### config.mk
export PLATFORM = sky130hd
export DESIGN_NAME = led_shift_driver_flat
export DESIGN_NICKNAME = d
export VERILOG_FILES = /design/src/rtl/led_shift_driver_if.sv /design/src/rtl/led_shift_driver.sv /design/src/flat_wrapper.sv
export SDC_FILE = /design/constraint.sdc
export NUM_CORES = 1
export LEC_CHECK = 0
export CAP_MARGIN = 20
export CELL_PAD_IN_SITES_DETAIL_PLACEMENT = 1
export CELL_PAD_IN_SITES_GLOBAL_PLACEMENT = 2
export CORE_MARGIN = 4
export CORE_UTILIZATION = 35
export CTS_BUF_LIST = sky130_fd_sc_hd__clkbuf_4 sky130_fd_sc_hd__clkbuf_8
export CTS_CLUSTER_DIAMETER = 80
export DETAILED_ROUTE_END_ITERATION = 8
export PLACE_DENSITY_LB_ADDON = 0.25
export SYNTH_ARGS = -nofsm -noshare
export SYNTH_HDL_FRONTEND = slang
export SYNTH_SLANG_ARGS = --single-unit
### constraint.sdc
create_clock -name clock -period 2.7 [get_ports clock]
set_input_delay 0.54 -clock clock [delete_from_list [all_inputs] [get_ports clock]]
set_output_delay 0.54 -clock clock [all_outputs]
set_load 0.03 [all_outputs]
### src/rtl/led_shift_driver_if.sv
// Pin bundle for the LED shift-register driver: pattern/enable in, serial bus and status out.
interface led_shift_driver_if;
    logic [15:0] led_i;
    logic        enable_i;
    logic        sclk_o;
    logic        sdata_o;
    logic        latch_o;
    logic        oe_n_o;
    logic        busy_o;
    logic [15:0] frame_count_o;

    // Driver side
    modport slave (
        input  led_i, enable_i,
        output sclk_o, sdata_o, latch_o, oe_n_o, busy_o, frame_count_o
    );

    // Pattern source / observer side
    modport master (
        output led_i, enable_i,
        input  sclk_o, sdata_o, latch_o, oe_n_o, busy_o, frame_count_o
    );
endinterface

### src/rtl/led_shift_driver.sv
// Serializes a 16-bit LED pattern MSB-first into an external shift-register
// chain, then pulses the storage latch. Resends on pattern change, on refresh
// timeout, or once after reset. All outputs are registered.
module led_shift_driver #(
    parameter int CLK_DIV        = 4,
    parameter int REFRESH_CYCLES = 40000,
    parameter bit INVERT         = 1'b0
) (
    input  logic              clock,
    input  logic              reset,
    led_shift_driver_if.slave bus
);
    typedef enum logic [1:0] {IDLE, SHIFT_LO, SHIFT_HI, LATCH} state_t;

    localparam logic [7:0]  DIV_LAST    = 8'(CLK_DIV - 1);
    localparam logic [19:0] REFRESH_MAX = 20'(REFRESH_CYCLES);

    state_t      state, state_nx;
    logic [7:0]  cnt, cnt_nx;
    logic [3:0]  idx, idx_nx;
    logic [15:0] shadow, shadow_nx;
    logic [15:0] last_sent, last_sent_nx;
    logic [19:0] refresh_cnt, refresh_nx;
    logic        sent, sent_nx;
    logic        sclk, sclk_nx;
    logic        sdata, sdata_nx;
    logic        latch, latch_nx;
    logic        busy, busy_nx;
    logic        oe_n, oe_n_nx;
    logic [15:0] frame_cnt, frame_cnt_nx;
    logic        half_done;

    assign half_done = (cnt == DIV_LAST);

    // Next-state and next-output computation for every register
    always_comb begin
        state_nx     = state;
        cnt_nx       = cnt + 8'd1;
        idx_nx       = idx;
        shadow_nx    = shadow;
        last_sent_nx = last_sent;
        refresh_nx   = refresh_cnt;
        sent_nx      = sent;
        sclk_nx      = sclk;
        sdata_nx     = sdata;
        latch_nx     = latch;
        busy_nx      = busy;
        oe_n_nx      = oe_n;
        frame_cnt_nx = frame_cnt;
        case (state)
            IDLE: begin
                cnt_nx = 8'd0;
                if (refresh_cnt != REFRESH_MAX)
                    refresh_nx = refresh_cnt + 20'd1;
                if (bus.enable_i && (bus.led_i != last_sent ||
                                     refresh_cnt == REFRESH_MAX || !sent)) begin
                    shadow_nx = bus.led_i;
                    busy_nx   = 1'b1;
                    sdata_nx  = bus.led_i[15] ^ INVERT;
                    sclk_nx   = 1'b0;
                    idx_nx    = 4'd15;
                    state_nx  = SHIFT_LO;
                end
            end
            SHIFT_LO: begin
                if (half_done) begin
                    cnt_nx   = 8'd0;
                    sclk_nx  = 1'b1;
                    state_nx = SHIFT_HI;
                end
            end
            SHIFT_HI: begin
                if (half_done) begin
                    cnt_nx  = 8'd0;
                    sclk_nx = 1'b0;
                    if (idx != 4'd0) begin
                        idx_nx   = idx - 4'd1;
                        sdata_nx = shadow[idx - 4'd1] ^ INVERT;
                        state_nx = SHIFT_LO;
                    end else begin
                        latch_nx = 1'b1;
                        state_nx = LATCH;
                    end
                end
            end
            default: begin // LATCH
                if (half_done) begin
                    cnt_nx       = 8'd0;
                    latch_nx     = 1'b0;
                    busy_nx      = 1'b0;
                    sdata_nx     = 1'b0;
                    last_sent_nx = shadow;
                    frame_cnt_nx = frame_cnt + 16'd1;
                    oe_n_nx      = 1'b0;
                    refresh_nx   = 20'd0;
                    sent_nx      = 1'b1;
                    state_nx     = IDLE;
                end
            end
        endcase
    end

    // State and output registers; reset aborts any frame without a latch pulse
    always_ff @(posedge clock or posedge reset) begin
        if (reset) begin
            state       <= IDLE;
            cnt         <= 8'd0;
            idx         <= 4'd0;
            shadow      <= 16'd0;
            last_sent   <= 16'd0;
            refresh_cnt <= 20'd0;
            sent        <= 1'b0;
            sclk        <= 1'b0;
            sdata       <= 1'b0;
            latch       <= 1'b0;
            busy        <= 1'b0;
            oe_n        <= 1'b1;
            frame_cnt   <= 16'd0;
        end else begin
            state       <= state_nx;
            cnt         <= cnt_nx;
            idx         <= idx_nx;
            shadow      <= shadow_nx;
            last_sent   <= last_sent_nx;
            refresh_cnt <= refresh_nx;
            sent        <= sent_nx;
            sclk        <= sclk_nx;
            sdata       <= sdata_nx;
            latch       <= latch_nx;
            busy        <= busy_nx;
            oe_n        <= oe_n_nx;
            frame_cnt   <= frame_cnt_nx;
        end
    end

    assign bus.sclk_o        = sclk;
    assign bus.sdata_o       = sdata;
    assign bus.latch_o       = latch;
    assign bus.busy_o        = busy;
    assign bus.oe_n_o        = oe_n;
    assign bus.frame_count_o = frame_cnt;
endmodule

### src/flat_wrapper.sv
// flat-port wrapper written by rule: the top's interface ports become plain ports
module led_shift_driver_flat 
#(
    parameter int CLK_DIV        = 4,
    parameter int REFRESH_CYCLES = 40000,
    parameter bit INVERT         = 1'b0
)
  (clock, reset, bus_led_i, bus_enable_i, bus_sclk_o, bus_sdata_o, bus_latch_o, bus_oe_n_o, bus_busy_o, bus_frame_count_o);
  led_shift_driver_if bus_i ();
  input  logic clock;
  input  logic reset;
  input wire logic [$bits(bus_i.led_i)-1:0] bus_led_i;
  input wire logic [$bits(bus_i.enable_i)-1:0] bus_enable_i;
  output wire logic [$bits(bus_i.sclk_o)-1:0] bus_sclk_o;
  output wire logic [$bits(bus_i.sdata_o)-1:0] bus_sdata_o;
  output wire logic [$bits(bus_i.latch_o)-1:0] bus_latch_o;
  output wire logic [$bits(bus_i.oe_n_o)-1:0] bus_oe_n_o;
  output wire logic [$bits(bus_i.busy_o)-1:0] bus_busy_o;
  output wire logic [$bits(bus_i.frame_count_o)-1:0] bus_frame_count_o;
  assign bus_i.led_i = bus_led_i;
  assign bus_i.enable_i = bus_enable_i;
  assign bus_sclk_o = bus_i.sclk_o;
  assign bus_sdata_o = bus_i.sdata_o;
  assign bus_latch_o = bus_i.latch_o;
  assign bus_oe_n_o = bus_i.oe_n_o;
  assign bus_busy_o = bus_i.busy_o;
  assign bus_frame_count_o = bus_i.frame_count_o;
  led_shift_driver #(.CLK_DIV(CLK_DIV), .REFRESH_CYCLES(REFRESH_CYCLES), .INVERT(INVERT)) u_core (.clock(clock), .reset(reset), .bus(bus_i));
endmodule
==> flow_summary_export.csv <==
group,metric,value,unit
synth,synth_top_area_share,50.1,%
final_layout,stdcell_count,638,
global_routing,first_global_vias,3468,
route,detail-route-antenna-nets,0,
global_routing,grt_pass1_wl,17.9,mm
timing,fin_skew,0.00781,ns
final_layout,nFillCells,1325,
setup_path,crit_type,"register to register",
route,wl_per_cell,16.2,um
setup_path,crit_path_start_kind,"register",
synth,ys_types,42,
route,wirelength,10.3,mm
synth,synthCells,410,
synth,synthTopCellsByCount,"dfrtp_1 (87), nand2_1 (70), xor2_1 (35)",
pwr,peakVddDrop,0.421,mV
route,vias,3188,
final_layout,area_delta_synth_final,22.0,%
synth,synth-edff-count,0,
synth,postSynthAreaPerCell,10.6,um^2
synth,synthTopCellsByArea,"dfrtp_1 (50%), xor2_1 (7.1%), nand2_1 (6.1%), mux2_2 (4.4%), xnor2_1 (3.6%)",
clock_tree,clkTransAtPathRegs,0.09,ns
setup_path,crit_arrival,2.83,ns
clock_tree,cts_buffers,9,
die,dieWidth,119,um
setup_path,crit_slowest_cell,"or4_4",
clock_tree,clock_latency,0.38,ns
place,numPortBuffers,39,
setup_path,critPathTopFamily,"simple AND/OR/NAND/NOR gates",
clock_tree,tritoncts,"yes",
global_routing,track_usage,15.6,%
route,drc,0,
worst_hold_path,hp-class,"register to register",
synth,synth_top_area_cell,"dfrtp_1",
timing,tightest_slew,0.518,ns
setup_path,crit_path_max_fanout,7,
clock_tree,cts_num_sinks,88,
final_layout,drive_above_1_share,14.3,%
route,drt_iter0_drc,152,
place,place_inst,621,
setup_path,crit_chain,"ha_1 > or4b_4 > or4_4 > nor3_4 > o211ai_4 > or3_1 > a21oi_1",
clock_tree,cts_buffer_depth,2,
timing,relSlewSlack,65.4,%
final_layout,final_nets,495,
clock_tree,holdBufCountCts,0,
synth,synth-seq-cells,88,
die,initial_core_util,36.0,%
die,dieArea,14300,um^2
global_routing,antenna_found_initial,0,
synth,syn_area,4340,um^2
pwr,powerDensity,900,nW/um^2
setup_path,crit_required,3.01,ns
synth,async_reset_ff_share,100,%
setup_path,cp-end-kind,"register",
timing,setup-violations-final,0,
timing,fin_tns_setup,0,ns
synth,synth_nets,440,
clock_tree,cts_max_level,3,
die,row_count,40,
setup_path,critical_path_buf_inv_count,0,
place,hpwl,7.19,mm
die,core_area,12100,um^2
job,maxCapViolCount,0,
place,place_congestion,0.752,
timing,min_period,2.53,ns
timing,slew_violations,0,
timing,max_clock_freq,396,MHz
route,via_per_inst,5.00,
clock_tree,cts_root_buf,"clkbuf_8",
die,die-height,119,um
synth,synth_ff_type,"dfrtp_1",
final_layout,n_antenna_cell,0,
route,drtPass1Iterations,4,
setup_path,slowest_delay,0.49,ns
synth,ys_seq_area_share,50.7,%
final_layout,fin_util,43.9,%
timing,rsz0062_at_grt,"false",
run_status,status,"finished clean",
global_routing,grt_overflow_total,0,
timing,hold_viol,0,
timing,period_share,93.5,%
die,ioPinCount,40,
synth,yosys_warnings,0,
synth,synth_most_common_cell,"dfrtp_1",
pwr,static-leakage-power,2.36,nW
global_routing,grt_max_degree,89,
-- final timing paths --
| path | start | end | slack [ns] | cells after the start |
|---|---|---|---|---|
| min | u_core.bus.frame_count_o[15]$_DFFE_PP0P_ | u_core.bus.frame_count_o[15]$_DFFE_PP0P_ | 0.48 | 1 |
| max reg2reg | u_core.cnt[0]$_DFF_PP0_ | u_core.refresh_cnt[14]$_DFFE_PP0P_ | 0.17 | 7 |
| min reg2reg | u_core.bus.frame_count_o[15]$_DFFE_PP0P_ | u_core.bus.frame_count_o[15]$_DFFE_PP0P_ | 0.48 | 1 |
| min in group asynchronous | reset | u_core.state[1]$_DFFE_PP0P_ | 0.63 | 3 |
| max | u_core.cnt[0]$_DFF_PP0_ | u_core.refresh_cnt[14]$_DFFE_PP0P_ | 0.17 | 7 |
| max in group asynchronous | reset | u_core.refresh_cnt[2]$_DFFE_PP0P_ | 1.66 | 3 |
-- per-stage QoR --
| stage | hold WS [ns] | worst slack [ns] | cell area [um^2] | total power, mW |
|---|---|---|---|---|
| floorplan | 0.439 | 0.0433 | 4350 | 3.12 |
| global placement | 0.463 | -0.0638 | 5050 | 3.65 |
| detailed placement | 0.467 | -0.233 | 5050 | 3.71 |
| CTS | 0.486 | 0.0533 | 5280 | 4.82 |
| global route | 0.506 | 0.0141 | 5300 | 5.11 |
| finish | 0.481 | 0.174 | 5300 | 4.77 |
-- final cells by class --
class / instances / area (um^2) / share of cell area [%]
flip-flops and latches: 88 / 2200 / 41.6
multi-input cells: 299 / 2060 / 38.9
repair buffers: 57 / 551 / 10.4
well taps: 168 / 210 / 3.97
clock buffers: 10 / 138 / 2.60
clock inverters: 6 / 91.3 / 1.72
inverters: 10 / 41.3 / 0.780
-- cell families (layout without fill, tap and decap cells) --
logic type,after synthesis,after routing,synth area share (%)
buffers and inverters,23,83,2.07
AOI/OAI and AO/OA,40,40,6.83
and+or+nand+nor,169,169,18.6
DFF,88,88,50.7
xor gates and xnor gates,53,53,10.7
adders and majority gates,11,11,3.17
muxes,26,26,7.92
-- sequential cells by signal (all words and copies together) (netlist names), 2 cells and up --
register,count
u_core.refresh_cnt,20
u_core.bus.frame_count_o,16
u_core.last_sent,16
u_core.shadow,16
u_core.cnt,8
u_core.idx,4
u_core.state,2
-- where the power goes --
part	leakage (nW)	total, mW	internal, mW	switching (mW)
sequential	1.12	1.98	1.67	0.310
combinational	1.13	1.71	0.818	0.892
clock	0.105	1.07	0.549	0.522
total	2.36	4.77	3.04	1.72
-- routing by layer --
layer	GRT usage, %	wire [um]	up-vias
li1	-	-	1528
met1	21.9	5140	1605
met2	23.7	4740	42
met3	2.75	264	13
met4	6.66	186	0
met5	0	0	-
-- what timing repair did --
action / CTS / global route
setup buffers: 0 / 1
setup endpoints to repair: 1 / 11
cloned: 0 / 0
resized for setup: 2 / 2
pin swaps: 0 / 1
-- placed cells by master (no fill, tap or decap), types with 11 or more instances in the layout --
master	Yosys	routed
nand2_1	70	70
nor2_1	32	31
buf_4	0	16
dfrtp_1	87	87
xnor2_1	18	18
and3_1	14	14
mux2_2	17	17
xor2_1	35	35
nand3_1	19	19
ha_1	11	11
clkdlybuf4s50_1	0	39
Note: power is estimated with default switching activity, not from simulation.
==> RTL edit (same flow settings) <==
`REFRESH_CYCLES` is set to 40000 in 2 places; all go to 32768.
--- a/src/rtl/led_shift_driver.sv
+++ b/src/rtl/led_shift_driver.sv
@@ -3,7 +3,7 @@
 // timeout, or once after reset. All outputs are registered.
 module led_shift_driver #(
     parameter int CLK_DIV        = 4,
-    parameter int REFRESH_CYCLES = 40000,
+    parameter int REFRESH_CYCLES = 32768,
     parameter bit INVERT         = 1'b0
 ) (
     input  logic              clock,
--- a/src/flat_wrapper.sv
+++ b/src/flat_wrapper.sv
@@ -2,7 +2,7 @@
 module led_shift_driver_flat 
 #(
     parameter int CLK_DIV        = 4,
-    parameter int REFRESH_CYCLES = 40000,
+    parameter int REFRESH_CYCLES = 32768,
     parameter bit INVERT         = 1'b0
 )
   (clock, reset, bus_led_i, bus_enable_i, bus_sclk_o, bus_sdata_o, bus_latch_o, bus_oe_n_o, bus_busy_o, bus_frame_count_o);
Formal check against the unedited RTL: no difference found for any inputs over 10 cycles, from zero or initial values and one cycle with reset high; that may be too few to reach the edited logic, so the function may still have changed.
==> RTL edit against the unedited design <==
Clock power decreased by 18%. Combinational power increased by 5%. Cell area increased by 1.5%. Fmax decreased by 0.17%. Area after synthesis increased by 1.8%. Wire length decreased by 2.9%. Via count decreased by 2.1%. Core utilization increased by 0.31 points. Setup slack got worse by 0.0044 ns. Sequential cell count unchanged. Power decreased by 4.4%. Critical path type is now in2reg. Largest cell class unchanged. Largest power group unchanged. Highest routed layer unchanged.
==> RTL edit: results (changes against the unedited design) <==
<table>
<tr><th>Metric</th><th>Value</th></tr>
<tr><th colspan="2">Place</th></tr>
<tr><td>Placed cell areas</td><td>5190 um2 (+2.9%)</td></tr>
<tr><td>Final HPWL DP</td><td>7220 um (+0.44%)</td></tr>
<tr><td>Number of placed instances, taps included</td><td>610 (-1.8%)</td></tr>
<tr><td>RD Place Congestion</td><td>0.783 (+4.1%)</td></tr>
<tr><th colspan="2">Yosys</th></tr>
<tr><td>Portion of the post-synthesis area used by sequential elements</td><td>0.499 (-0.00876)</td></tr>
<tr><td>Xor-xnor portion of the synthesized cell area</td><td>0.109 (+0.00212)</td></tr>
<tr><td>Post-synthesis compound-gate area fraction</td><td>0.0583 (-0.00996)</td></tr>
<tr><th colspan="2">CTS</th></tr>
<tr><td>Gates resized, CTS repair</td><td>0 (-2)</td></tr>
<tr><th colspan="2">Global route</th></tr>
<tr><td>All-Layer GR Usage</td><td>0.149 (-0.00754)</td></tr>
<tr><th colspan="2">Run status</th></tr>
<tr><td>Run status</td><td>finished clean</td></tr>
<tr><th colspan="2">Finish</th></tr>
<tr><td>Non-clock buffers</td><td>67 (+18%)</td></tr>
<tr><td>Seq_cells</td><td>88 (unchanged)</td></tr>
<tr><td>Layout cells sized above 1</td><td>0.205 (+0.0627)</td></tr>
<tr><td>Portion of the layout cell area used by non-clock buffers</td><td>0.114 (+0.0101)</td></tr>
<tr><td>Fill cell count</td><td>1354 (+2.2%)</td></tr>
<tr><td>Multi-input gate count</td><td>271 (-9.4%)</td></tr>
<tr><th colspan="2">Timing</th></tr>
<tr><td>Headroom to the max-slew limit</td><td>0.622 (-0.0324)</td></tr>
<tr><td>Maximum clock skew at final layout</td><td>0.0130 ns (+0.00516 ns)</td></tr>
<tr><th colspan="2">Routing</th></tr>
<tr><td>Met3 wire length</td><td>237 um (-10%)</td></tr>
<tr><td>Metal-1 WL</td><td>4770 um (-7.2%)</td></tr>
<tr><td>Final Routed Wirelength</td><td>10000 um (-2.9%)</td></tr>
<tr><td>Detail Route met2 WL</td><td>4830 um (+1.8%)</td></tr>
<tr><td>Mean number of vias per cell</td><td>4.98 (-0.26%)</td></tr>
<tr><th colspan="2">Setup path</th></tr>
<tr><td>Max stage delay on crit path</td><td>0.55 ns (+0.06 ns)</td></tr>
<tr><td>Slowest cell on crit path</td><td>or4b_1</td></tr>
<tr><td>Arrival time of the worst setup path</td><td>2.79 ns (-0.04 ns)</td></tr>
<tr><th colspan="2">Die</th></tr>
<tr><td>Floorplan die area</td><td>14500 um2 (+1.6%)</td></tr>
<tr><th colspan="2">Power and ir drop</th></tr>
<tr><td>Power per cell area</td><td>847 nW/um2 (-5.8%)</td></tr>
</table>
==> RTL edit: cell count changes after synthesis, sizes merged, moves of 5 or more <==
cell and change:
and3 -8, nand4 +6, mux2 +18, xnor2 +20, o21ai -5, inv +6
nand2 -49, nor2 +6, or3 -6, xor2 -18
==> RTL edit: worst paths after layout <==
check                                                to  cells past startpoint  slack, ns                         start
min in group asynchronous              u_core.shadow[7]                      3       0.65                         reset
setup reg to reg                 u_core.refresh_cnt[19]                      6       0.22                 u_core.cnt[0]
setup / recovery                       u_core.shadow[7]                      7       0.17                  bus_led_i[3]
hold / removal             u_core.bus.frame_count_o[15]                      1       0.47  u_core.bus.frame_count_o[15]
hold reg to reg            u_core.bus.frame_count_o[15]                      1       0.47  u_core.bus.frame_count_o[15]
max in group asynchronous             u_core.bus.oe_n_o                      3       1.66                         reset
==> RTL edit: kinds of logic (layout without fill, tap and decap cells) <==
| family | count (synthesis) | in the layout |
|---|---|---|
| simple gates | 130 | 130 |
| flops | 88 | 88 |
| xor+xnor | 55 | 55 |
| mux | 42 | 42 |
| compound gates | 33 | 33 |
| buf+inv | 25 | 99 |
| fa+ha+maj | 11 | 11 |
==> RTL edit: report_power, final <==
group	switching [mW]	internal, mW	total, mW
clock network	0.510	0.363	0.873
logic	0.872	0.932	1.80
registers	0.269	1.61	1.88
total	1.65	2.91	4.56
==> RTL edit: worst register-to-register path, stage by stage (launching register included) <==
cell and delay, ns:
dfrtp_1 0.40, ha_1 0.24, nor4b_2 0.41, nand3_1 0.42, a211oi_2 0.49, a311oi_1 0.17
a41o_1 0.23
==> RTL edit: layer usage <==
| metal | up-vias | GRT usage |
|---|---|---|
| met5 | - | 0 |
| met4 | 0 | 0.0595 |
| met3 | 12 | 0.0243 |
| met2 | 37 | 0.236 |
| met1 | 1580 | 0.203 |
| li1 | 1491 | - |
